File: src/rtl/cofi_pkg.sv
// Shared types and constants for the composite-blend enable controller.
// Holds the user-mode and FSM encodings plus the default auto-mode width threshold.
package cofi_pkg;

    typedef enum logic [1:0] {
        ModeOff  = 2'd0,
        ModeOn   = 2'd1,
        ModeAuto = 2'd2
    } cofi_mode_e;

    typedef enum logic [1:0] {
        StIdle,
        StMeasure,
        StLocked
    } cofi_state_e;

    localparam int unsigned DefaultThresh = 300;
    localparam int unsigned StableCntW    = 4;

endpackage

File: src/rtl/cofi_width_meter.sv
// Measures the active line width within one frame, qualified by pix_ce.
// Reports the first line's width and whether every captured line agreed with it.
module cofi_width_meter #(
    parameter int unsigned CNT_W = 10
) (
    input  logic             clk_i,
    input  logic             reset_ni,
    input  logic             pix_ce_i,
    input  logic             hblank_i,
    input  logic             vblank_i,
    output logic             vrise_o,
    output logic             good_o,
    output logic [CNT_W-1:0] first_w_o
);

    logic             hblank_q, vblank_q;
    logic [CNT_W-1:0] pc_q, pc_d;
    logic [CNT_W-1:0] first_w_q, first_w_d;
    logic             seen_q, seen_d;
    logic             mismatch_q, mismatch_d;
    logic             hrise, vrise, capture;

    always_comb begin
        hrise   = pix_ce_i & hblank_i & ~hblank_q;
        vrise   = pix_ce_i & vblank_i & ~vblank_q;
        capture = hrise & ~vblank_i & (pc_q != '0);

        pc_d = pc_q;
        if (hrise) begin
            pc_d = '0;
        end else if (pix_ce_i && !hblank_i && !vblank_i && (pc_q != '1)) begin
            pc_d = pc_q + 1'b1;
        end

        first_w_d  = first_w_q;
        seen_d     = seen_q;
        mismatch_d = mismatch_q;
        if (capture) begin
            if (!seen_q) begin
                first_w_d = pc_q;
                seen_d    = 1'b1;
            end else if (pc_q != first_w_q) begin
                mismatch_d = 1'b1;
            end
        end
        // Capture needs vblank low and vrise needs it high, so they never collide.
        if (vrise) begin
            seen_d     = 1'b0;
            mismatch_d = 1'b0;
        end
    end

    always_ff @(posedge clk_i or negedge reset_ni) begin
        if (!reset_ni) begin
            hblank_q   <= 1'b0;
            vblank_q   <= 1'b0;
            pc_q       <= '0;
            first_w_q  <= '0;
            seen_q     <= 1'b0;
            mismatch_q <= 1'b0;
        end else begin
            if (pix_ce_i) begin
                hblank_q <= hblank_i;
                vblank_q <= vblank_i;
            end
            pc_q       <= pc_d;
            first_w_q  <= first_w_d;
            seen_q     <= seen_d;
            mismatch_q <= mismatch_d;
        end
    end

    assign vrise_o   = vrise;
    assign good_o    = seen_q & ~mismatch_q;
    assign first_w_o = first_w_q;

endmodule

File: src/rtl/cofi_ctrl.sv
// Frame-synchronous enable controller for the horizontal blender.
// Tracks width stability over frames and applies the user mode only at vblank rise.
module cofi_ctrl
    import cofi_pkg::*;
#(
    parameter int unsigned CNT_W         = 10,
    parameter int unsigned STABLE_FRAMES = 3,
    parameter int unsigned THRESH        = DefaultThresh
) (
    input  logic             clk_i,
    input  logic             reset_ni,
    input  logic             pix_ce_i,
    input  logic             hblank_i,
    input  logic             vblank_i,
    input  logic [1:0]       user_mode_i,
    output logic             enable_o,
    output logic [CNT_W-1:0] line_width_o,
    output logic             locked_o
);

    localparam logic [StableCntW-1:0] StableMax = StableCntW'(STABLE_FRAMES);

    logic                  vrise, good;
    logic [CNT_W-1:0]      first_w;

    cofi_state_e           state_q;
    logic [CNT_W-1:0]      cand_q, cand_n;
    logic [StableCntW-1:0] stable_q, stable_n;
    logic                  locked_q, locked_n;
    logic                  enable_q, enable_n;

    cofi_width_meter #(
        .CNT_W(CNT_W)
    ) u_meter (
        .clk_i    (clk_i),
        .reset_ni (reset_ni),
        .pix_ce_i (pix_ce_i),
        .hblank_i (hblank_i),
        .vblank_i (vblank_i),
        .vrise_o  (vrise),
        .good_o   (good),
        .first_w_o(first_w)
    );

    // Result of evaluating the frame that ends at this vrise.
    always_comb begin
        cand_n   = cand_q;
        stable_n = '0;
        if (good) begin
            if (first_w == cand_q) begin
                stable_n = (stable_q == StableMax) ? stable_q : stable_q + 1'b1;
            end else begin
                cand_n = first_w;
            end
        end
        locked_n = (stable_n == StableMax);

        case (user_mode_i)
            ModeOn:   enable_n = 1'b1;
            ModeAuto: enable_n = locked_n ? (32'(cand_n) < THRESH) : enable_q;
            default:  enable_n = 1'b0;
        endcase
    end

    always_ff @(posedge clk_i or negedge reset_ni) begin
        if (!reset_ni) begin
            state_q  <= StIdle;
            cand_q   <= '0;
            stable_q <= '0;
            locked_q <= 1'b0;
            enable_q <= 1'b0;
        end else if (vrise) begin
            unique case (state_q)
                StIdle: begin
                    state_q <= StMeasure;
                end
                StMeasure, StLocked: begin
                    cand_q   <= cand_n;
                    stable_q <= stable_n;
                    locked_q <= locked_n;
                    enable_q <= enable_n;
                    state_q  <= locked_n ? StLocked : StMeasure;
                end
                default: begin
                    state_q <= StIdle;
                end
            endcase
        end
    end

    assign enable_o     = enable_q;
    assign line_width_o = cand_q;
    assign locked_o     = locked_q;

endmodule
File: config.mk
export PLATFORM = sky130hd
export DESIGN_NAME = cofi_ctrl
export DESIGN_NICKNAME = d
export VERILOG_FILES = /design/src/rtl/cofi_pkg.sv /design/src/rtl/cofi_width_meter.sv /design/src/rtl/cofi_ctrl.sv
export SDC_FILE = /design/constraint.sdc
export NUM_CORES = 1
export LEC_CHECK = 0
export CAP_MARGIN = 10
export CORE_ASPECT_RATIO = 0.9
export CORE_MARGIN = 1
export CORE_UTILIZATION = 30
export DETAILED_ROUTE_END_ITERATION = 7
export PLACE_DENSITY = 0.47
export SLEW_MARGIN = 10
export SYNTH_ARGS = -nofsm -noshare
export SYNTH_HDL_FRONTEND = slang
export SYNTH_HIERARCHICAL = 1
export SYNTH_SLANG_ARGS = --single-unit
File: constraint.sdc
create_clock -name clk_i -period 2.4 [get_ports clk_i]
set_input_delay 0.24 -clock clk_i [delete_from_list [all_inputs] [get_ports clk_i]]
set_output_delay 0.24 -clock clk_i [all_outputs]
set_load 0.01 [all_outputs]
-- Yosys cells after proc, flatten, opt, wreduce, memory -nomap -nowiden
Cells that the tools add are included.
- bitwise operators: 12
- $lt $le $gt $ge: 1
- equal/unequal tests: 10
- multiplexer cells: 17
- $add $sub $neg: 2
- reduce and logical (&&, ||, !) cells: 16
- operators by type and width (kind ; count):
    $mux W10 ; 4
    $mux W4 ; 3
    $add A10 B1 Y10 const B ; 1
    $eq A10 B10 Y1 ; 1
    $lt A10 B9 Y1 const B ; 1
    $ne A10 B10 Y1 ; 1
    $ne A10 B10 Y1 const B ; 1
    $reduce_bool A10 Y1 ; 1
    $eq A4 B2 Y1 const B ; 2
    $reduce_bool A2 Y1 ; 4
    $and A1 B1 Y1 ; 7
    $mux W1 ; 7
    $reduce_and A3 Y1 ; 2
    $not A1 Y1 ; 5
    $add A4 B1 Y4 const B ; 1
    $eq A2 B1 Y1 const B ; 2
    $eq A2 B2 Y1 const B ; 2
    $pmux W2 S2 ; 1
    $reduce_and A2 Y1 ; 2
    $logic_and A1 B1 Y1 ; 3
    $logic_not A1 Y1 ; 2
    $logic_not A2 Y1 ; 1
    $mux W2 ; 1
    $ne A2 B2 Y1 const B ; 1
    2 further kinds ; 2
- word-level logic and storage cells: 69
- register bits after elaboration: 42
- output and inout bits: 12
- input bits: 7

-- Logic depth before layout (Yosys ltp)
Gate-level depths: netlist of the first run.
- depth after elaboration: 7
- mapped depth: 7

-- Cells and area by module
Netlist of the first run, hierarchy kept.
- modules (own cells, without submodules) (module ; instances ; area each (µm²) ; cells each):
    cofi_width_meter ; 1 ; 1323.8 ; 115
    cofi_ctrl ; 1 ; 1097.3 ; 101

-- Least setup slack after synthesis of the first run
OpenSTA, ideal clock, no wires.
- kind: reg-to-reg
- start: register u_meter.pc_q[0]
- end: register u_meter.first_w_q[0] (netlist: u_meter/first_w_o[0])
- buffers on the path: 1
- clock period less this slack: 1.848 ns
- arrival: 1.723 ns
- slack: 0.552 ns
- stages on the path, launching flop included: 8
- cells stage by stage: dfrtp_1 -> inv_1 -> ha_1 -> nor4b_2 -> a311oi_2 -> nor2b_4 -> buf_12 -> mux2_4
- word-level cells in the longest chain between the ends: 3
- RTL lines (element ; RTL line ; source):
    start: declaration ; cofi_width_meter.sv:17 ; logic [CNT_W-1:0] pc_q, pc_d;
    start signal: assignment ; cofi_width_meter.sv:66 ; pc_q <= pc_d;
    $reduce_bool A10 Y1 ; cofi_width_meter.sv:26 ; capture = hrise & ~vblank_i & (pc_q != '0);
    $and A1 B1 Y1 ; cofi_width_meter.sv:26 ;
    $reduce_and A2 Y1 (no source line) ; -- ;
    end signal: assignment ; cofi_width_meter.sv:67 ; first_w_q <= first_w_d;
    end: declaration ; cofi_width_meter.sv:18 ; logic [CNT_W-1:0] first_w_q, first_w_d;
Several ways; a longest one is shown, not always the timed one.
A chain may end at the register's enable or synchronous reset.

-- Worst setup path in the final report of the first run
- start: register stable_q[0]
- end: register enable_q (netlist: enable_o)
- word-level cells in the longest chain between the ends: 7
- RTL lines (element ; RTL line ; source):
    start: declaration ; cofi_ctrl.sv:28 ; logic [StableCntW-1:0] stable_q, stable_n;
    start signal: assignment ; cofi_ctrl.sv:79 ; stable_q <= stable_n;
    $add A4 B1 Y4 or $eq A4 B2 Y1 (tied branches) ; cofi_ctrl.sv:51 ; stable_n = (stable_q == StableMax) ? stable_q : stable_q + 1'b1;
    $mux W4 (*) ; cofi_ctrl.sv:51 ;
    $mux W4 (*) ; cofi_ctrl.sv:50 ; if (first_w == cand_q) begin
    $mux W4 (*) ; cofi_ctrl.sv:49 ; if (good) begin
    $eq A4 B2 Y1 (*) ; cofi_ctrl.sv:56 ; locked_n = (stable_n == StableMax);
    $ne A2 B2 Y1 (no source line) (*) ; -- ;
    $reduce_and A3 Y1 (no source line) (*) ; -- ;
    end signal: assignment ; cofi_ctrl.sv:81 ; enable_q <= enable_n;
    end: declaration ; cofi_ctrl.sv:30 ; logic enable_q, enable_n;
Mark *: on every way between the ends. The rest lies on a longest branch, timed or not.

==> results of run 1 <==
cells by family after synthesis:
logic type / count (synthesis) / synth area share [%]
XOR/XNOR: 24 / 8.683
AND/OR/NAND/NOR: 63 / 16.23
AO/OA/AOI/OAI: 40 / 11.89
multiplexers: 23 / 12.04
buffers and inverters: 17 / 4.134
adder cells (fa/ha/maj): 7 / 3.617
flip-flops: 42 / 43.41
power by group through the flow:
stage / logic, mW / registers, mW / clock network, mW
2_1_floorplan: 0.309 / 0.864 / 0
3_3_place_gp: 0.463 / 0.873 / 0
3_5_place_dp: 0.464 / 0.873 / 0
4_1_cts: 0.467 / 0.859 / 0.462
5_1_grt: 0.515 / 0.872 / 0.482
6_report: 0.459 / 0.857 / 0.431
state kept, by name, indices dropped and copies added, names as in the netlist:
register / flops
u_meter/vblank_q: 1
state_q: 2
u_meter/mismatch_q: 1
line_width_o: 10
u_meter/seen_q: 1
enable_o: 1
stable_q: 4
u_meter/hblank_q: 1
u_meter/first_w_o: 10
locked_o: 1
u_meter/pc_q: 10
path summary, 6_finish.rpt:
kind / slack [ns] / cells past startpoint / from / to
setup / recovery: 0.46 / 6 / stable_q[0] / enable_o
hold / removal: 0.43 / 2 / reset_ni / u_meter/pc_q[2]
setup reg to reg: 0.46 / 6 / stable_q[0] / enable_o
hold reg to reg: 0.48 / 2 / locked_o / locked_o
max in group asynchronous: 1.37 / 3 / reset_ni / line_width_o[5]
min in group clk_i: 0.48 / 2 / locked_o / locked_o
through the flow:
step	hold slack (ns)	util [%]	setup slack (ns)	power [mW]
3_5_place_dp	0.2326	35.77	0.2212	1.337
6_report	0.4312	36.89	0.4612	1.747
3_3_place_gp	0.2406	35.77	0.2113	1.336
5_1_grt	0.4654	36.89	0.3258	1.870
4_1_cts	0.4435	36.89	0.4500	1.788
2_1_floorplan	-0.05559	-	0.5517	1.173
routing by layer:
layer	track usage (%)	up-vias
met5	0	-
met4	4.478	0
met3	2.648	5
met2	19.97	14
met1	17.67	822
li1	-	835
critical path, cell delays in order (launching register included):
cell and delay, ns:
dfrtp_1 0.45, ha_1 0.29, nor2b_1 0.17, xor2_1 0.15, a211o_1 0.32, o32ai_2 0.28, mux2i_1 0.20
cell type report:
cell class	instances	share of cell area (%)
Timing Repair Buffer	30	9.872
Inverter	11	1.454
Multi-Input combinational cell	157	44.73
Clock buffer	7	2.688
Sequential cell	42	37.02
Tap cell	96	4.231
cells in the mapped netlist, types with 5 or more instances:
master   instances
mux2_2           9
xnor2_1          9
nand2_1         17
inv_1           11
xor2_1          15
ha_1             7
o21ai_0          9
mux2_4          10
nor2_1          13
nand4_1          5
dfrtp_1         42
nand3_1          6
repair_timing:
item | in CTS | in global routing
hold buffers | 1 | 0
endpoints found under the setup margin | 0 | 0
endpoints found under the hold margin | 16 | 0
gates resized for setup | 0 | 0
==> impl_metrics.json, run 1 <==
{
  "start_kind": "register",
  "dpl.cell_count": 335,
  "wirelength_mm": 5.079,
  "place_hpwl_mm": 3.808,
  "fillCellCount": 741,
  "yosysWarningCount": 6,
  "fmax_ghz": 0.5158,
  "layout.area.seq_sq_mm": 0.001051,
  "synth.area.top_cells": "dfrtp_1 43%, mux2_4 6.2%, xor2_1 5.4%",
  "avgSynthCellArea_sq_um": 11.21,
  "fp.dieH_um": 87.23,
  "dr_wl_met2_mm": 2.326,
  "intPower_mw": 1.207,
  "numClockSinks": 42,
  "core_area_sq_mm": 0.007695,
  "p_clk_share_pct": 24.7,
  "power_per_cell_area_mw_per_mm2": 615.5,
  "power_frac_seq_pct": 49.1,
  "hold_violations": 0,
  "swShare_pct": 30.91,
  "worstSetupPathType": "register to register",
  "status": "finished, final reports clean",
  "final_cell_mix": "42 x dfrtp_1, 17 x nand2_1, 17 x clkdlybuf4s50_1",
  "top_layer": "met4",
  "grt_antenna_before_repair": 0,
  "timing.final.setup_violations": 0,
  "p_comb_share_pct": 26.3,
  "synth_area_leader_cell": "dfrtp_1",
  "finalCritPeriodShare_pct": 80.78,
  "tns_ns": 0,
  "drive_above_1_share_pct": 20.24,
  "place_area_sq_mm": 0.002753,
  "start_util_pct": 31.46,
  "netlist.area_leader.share_pct": 43.41,
  "ys_types": 51,
  "synth_nets": 230,
  "synthToLayoutAreaGrowth_pct": 17.26,
  "clockRootBuffer": "clkbuf_8",
  "die_area_sq_mm": 0.008434,
  "m1WireLength_mm": 2.583,
  "grt_pass1_vias": 1604,
  "grt_pass1_wl_mm": 8.376,
  "synth_edf_count": 0,
  "finalMaxSlewViolations": 0,
  "ctsLongestPathBuffers": 2,
  "grt_max_degree": 19,
  "hold_class": "primary input to async pin",
  "cp.required_ns": 2.62,
  "worst_pin_slew_ns": 0.4694,
  "syn_inst": 216,
  "nNetsFinal": 261,
  "synthFlopType": "dfrtp_1",
  "via_count": 1676,
  "firstDrtPassIters": 4,
  "n_antenna_cell": 0,
  "cp_max_fo": 5,
  "power_switching_mw": 0.5401,
  "multi_input_area_sq_mm": 0.001270,
  "dr.first_iter.drc_count": 68,
  "ioPinCount": 19,
  "rsz0062_at_grt": "no",
  "cts_buffers": 5,
  "post-cts-setup-buffers": 0,
  "final_cells": 343,
  "htree_levels": 2,
  "die_x_um": 96.70,
  "clock_skew_ns": 0.007124,
  "ir_worst_vdd_v": 0.0002106,
  "fin_crit_ns": 1.939,
  "maxCapViolCount": 0,
  "drc": 0,
  "yosysSeqAreaShare_pct": 43.41,
  "io_buffers": 18,
  "clk_pin_slew_ns": 0.08,
  "grt.total_usage_pct": 12.80,
  "p_leak_nw": 1.305,
  "ys_async_sr_fraction_pct": 100.0,
  "clk-insertion-delay-late_ns": 0.29,
  "slew-limit-headroom_pct": 68.71,
  "ys_ff_latch": 42,
  "stdcell_area_sq_mm": 0.002839,
  "dr_wl_met3_um": 108,
  "crit_path_end_kind": "register",
  "viasPerCell": 4.886,
  "rows": 30,
  "cp.arrival_ns": 2.16,
  "routedWlPerCell_um": 14.81,
  "final_common_cell": "dfrtp_1",
  "postRouteAntennaNets": 0,
  "grt.overflow.total": 0,
  "gp_congestion": 0.7641,
  "synthesis.area_sq_mm": 0.002421,
  "cts_tree": "yes"
}
No activity file was read; power rests on OpenSTA's default activity.
==> run 2: changes to the inputs <==
--- a/config.mk
+++ b/config.mk
@@ -10,7 +10,7 @@
 export CORE_MARGIN = 1
 export CORE_UTILIZATION = 30
 export DETAILED_ROUTE_END_ITERATION = 7
-export PLACE_DENSITY = 0.47
+export PLACE_DENSITY = 0.48
 export SLEW_MARGIN = 10
 export SYNTH_ARGS = -nofsm -noshare
 export SYNTH_HDL_FRONTEND = slang
==> constraint.sdc (replaced) <==
create_clock -name clk_i -period 1.7 [get_ports clk_i]
set_input_delay 0.17 -clock clk_i [delete_from_list [all_inputs] [get_ports clk_i]]
set_output_delay 0.17 -clock clk_i [all_outputs]
set_load 0.01 [all_outputs]
==> impl_metrics.json, run 2 (synthesis gave the netlist of run 1 again) <==
{
  "status": "finished, violations left",
  "violations": "negative setup slack",
  "grt_max_degree": 43,
  "numClockSinks": 42,
  "grt.total_usage_pct": 14.64,
  "rows": 30,
  "maxCapViolCount": 0,
  "core_area_sq_mm": 0.007695,
  "cts_tree": "yes",
  "clk_pin_slew_ns": 0.08,
  "ctsLongestPathBuffers": 2,
  "final_common_cell": "buf_4",
  "critical_path_buf_inv_count": 2,
  "ioPinCount": 19,
  "tns_ns": -0.7578,
  "crit_path_end_kind": "register",
  "hold_class": "primary input to register",
  "ff2ff_path_depth": 7,
  "drc": 0,
  "slowest_delay_ns": 0.38,
  "worst_pin_slew_ns": 0.5414,
  "postRouteAntennaNets": 0,
  "cp.required_ns": 1.88,
  "grt_pass1_wl_mm": 9.673,
  "start_util_pct": 31.46,
  "n_antenna_cell": 0,
  "cts_buffers": 5,
  "critical-path-top-delay-family": "flip-flops",
  "grt_pass1_vias": 1906,
  "finalCritPeriodShare_pct": 104.4,
  "nNetsFinal": 308,
  "htree_levels": 2,
  "r2r-start": "u_meter/pc_q[1]",
  "cp_max_fo": 10,
  "final_cell_mix": "54 x buf_4, 41 x dfrtp_1, 17 x nand2_1",
  "fmax_ghz": 0.5637,
  "crit_cells": 7,
  "grt_antenna_before_repair": 0,
  "routedWlPerCell_um": 14.43,
  "die_x_um": 96.70,
  "grt.overflow.total": 0,
  "cp.arrival_ns": 1.95,
  "rsz0062_at_grt": "yes",
  "worstSetupPathType": "register to register",
  "clockRootBuffer": "clkbuf_8",
  "power_per_cell_area_mw_per_mm2": 862.9,
  "fin_crit_ns": 1.774,
  "fp.dieH_um": 87.23,
  "gp_congestion": 0.7703,
  "clock_skew_ns": 0.006073,
  "synthToLayoutAreaGrowth_pct": 39.22,
  "io_buffers": 18,
  "cpMaxStageDelayCell": "dfrtp_1",
  "drive_above_1_share_pct": 39.32,
  "firstDrtPassIters": 4,
  "cp_cell_sequence": "inv_1 > ha_2 > nor4b_4 > a311oi_2 > nor2b_4 > buf_12 > mux2_4",
  "finalMaxSlewViolations": 0,
  "fin_ws_ns": -0.07398,
  "slew-limit-headroom_pct": 63.91,
  "wirelength_mm": 5.642,
  "ir_worst_vdd_v": 0.0002739,
  "place_hpwl_mm": 4.148,
  "p_leak_nw": 1.604,
  "utilization_pct": 43.80,
  "timing.final.setup_violations": 15,
  "via_count": 1867,
  "dr.first_iter.drc_count": 67,
  "r2r_slack_ns": -0.07,
  "r2r_end": "u_meter/first_w_o[2]",
  "viasPerCell": 4.775,
  "die_area_sq_mm": 0.008434,
  "cp-startpoint": "u_meter/pc_q[1]",
  "clk-insertion-delay-late_ns": 0.29,
  "cp-endpoint": "u_meter/first_w_o[2]",
  "hold_violations": 0,
  "start_kind": "register"
}
==> run 2: worst min path at each step <==
stage | startpoint | to | slack, ns | cells after the start
2_1_floorplan | reset_ni | enable_o | -0.13 | 0
3_3_place_gp | reset_ni | u_meter/hblank_q | 0.29 | 2
3_5_place_dp | reset_ni | u_meter/hblank_q | 0.29 | 2
4_1_cts | locked_o | locked_o | 0.49 | 2
5_1_grt | pix_ce_i | u_meter/vblank_q | 0.25 | 3
6_report | pix_ce_i | u_meter/vblank_q | 0.22 | 3
==> run 2: through the flow <==
stage	power, mW	hold slack [ns]	std cells	instance area (sq um)	worst slack (ns)
6_report	2.909	0.2232	391	3371	-0.07398
5_1_grt	3.106	0.2550	391	3371	-0.1753
4_1_cts	2.876	0.4924	389	3264	-0.09893
3_5_place_dp	2.013	0.2912	375	3087	-0.2661
3_3_place_gp	2.005	0.2907	375	3087	-0.2479
2_1_floorplan	1.682	-0.1256	216	2455	-0.06424
==> run 2: area by class of cell <==
type                    instances  area (sq um)
fillers                       734          4324
repair buffers                 77         649.4
well taps                      96         120.1
clock inverters                 3         40.04
inverters                      11         41.29
multi-input cells             157          1399
clock buffers                   5         68.82
flip-flops and latches         42          1052
==> run 2: worst reg2reg max path, delay by kind of cell (launching register included) <==
kind	cells	cell delay (ns)
flops	1	0.38
simple gates	2	0.35
mux	1	0.31
compound gates	1	0.24
buf+inv	2	0.21
fa+ha+maj	1	0.17
==> run 2: layer usage <==
layer | part of all wire, % | global-route usage, %
met1 | 51 | 20.14
met3 | 2.1 | 2.648
met4 | 1.4 | 5.292
met5 | 0 | 0
met2 | 46 | 23.18
==> run 2: timing repair <==
item,4_1_cts,5_1_grt
gates resized for setup,4,21
setup endpoints to repair,24,31
hold buffers,1,0
pin swaps,7,7
setup buffers,5,3
endpoints found under the hold margin,42,0
==> run 2: where the power goes <==
group | switching [mW] | internal (mW)
combinational | 0.441 | 0.494
sequential | 0.0856 | 1.10
clock | 0.357 | 0.433
total | 0.883 | 2.03
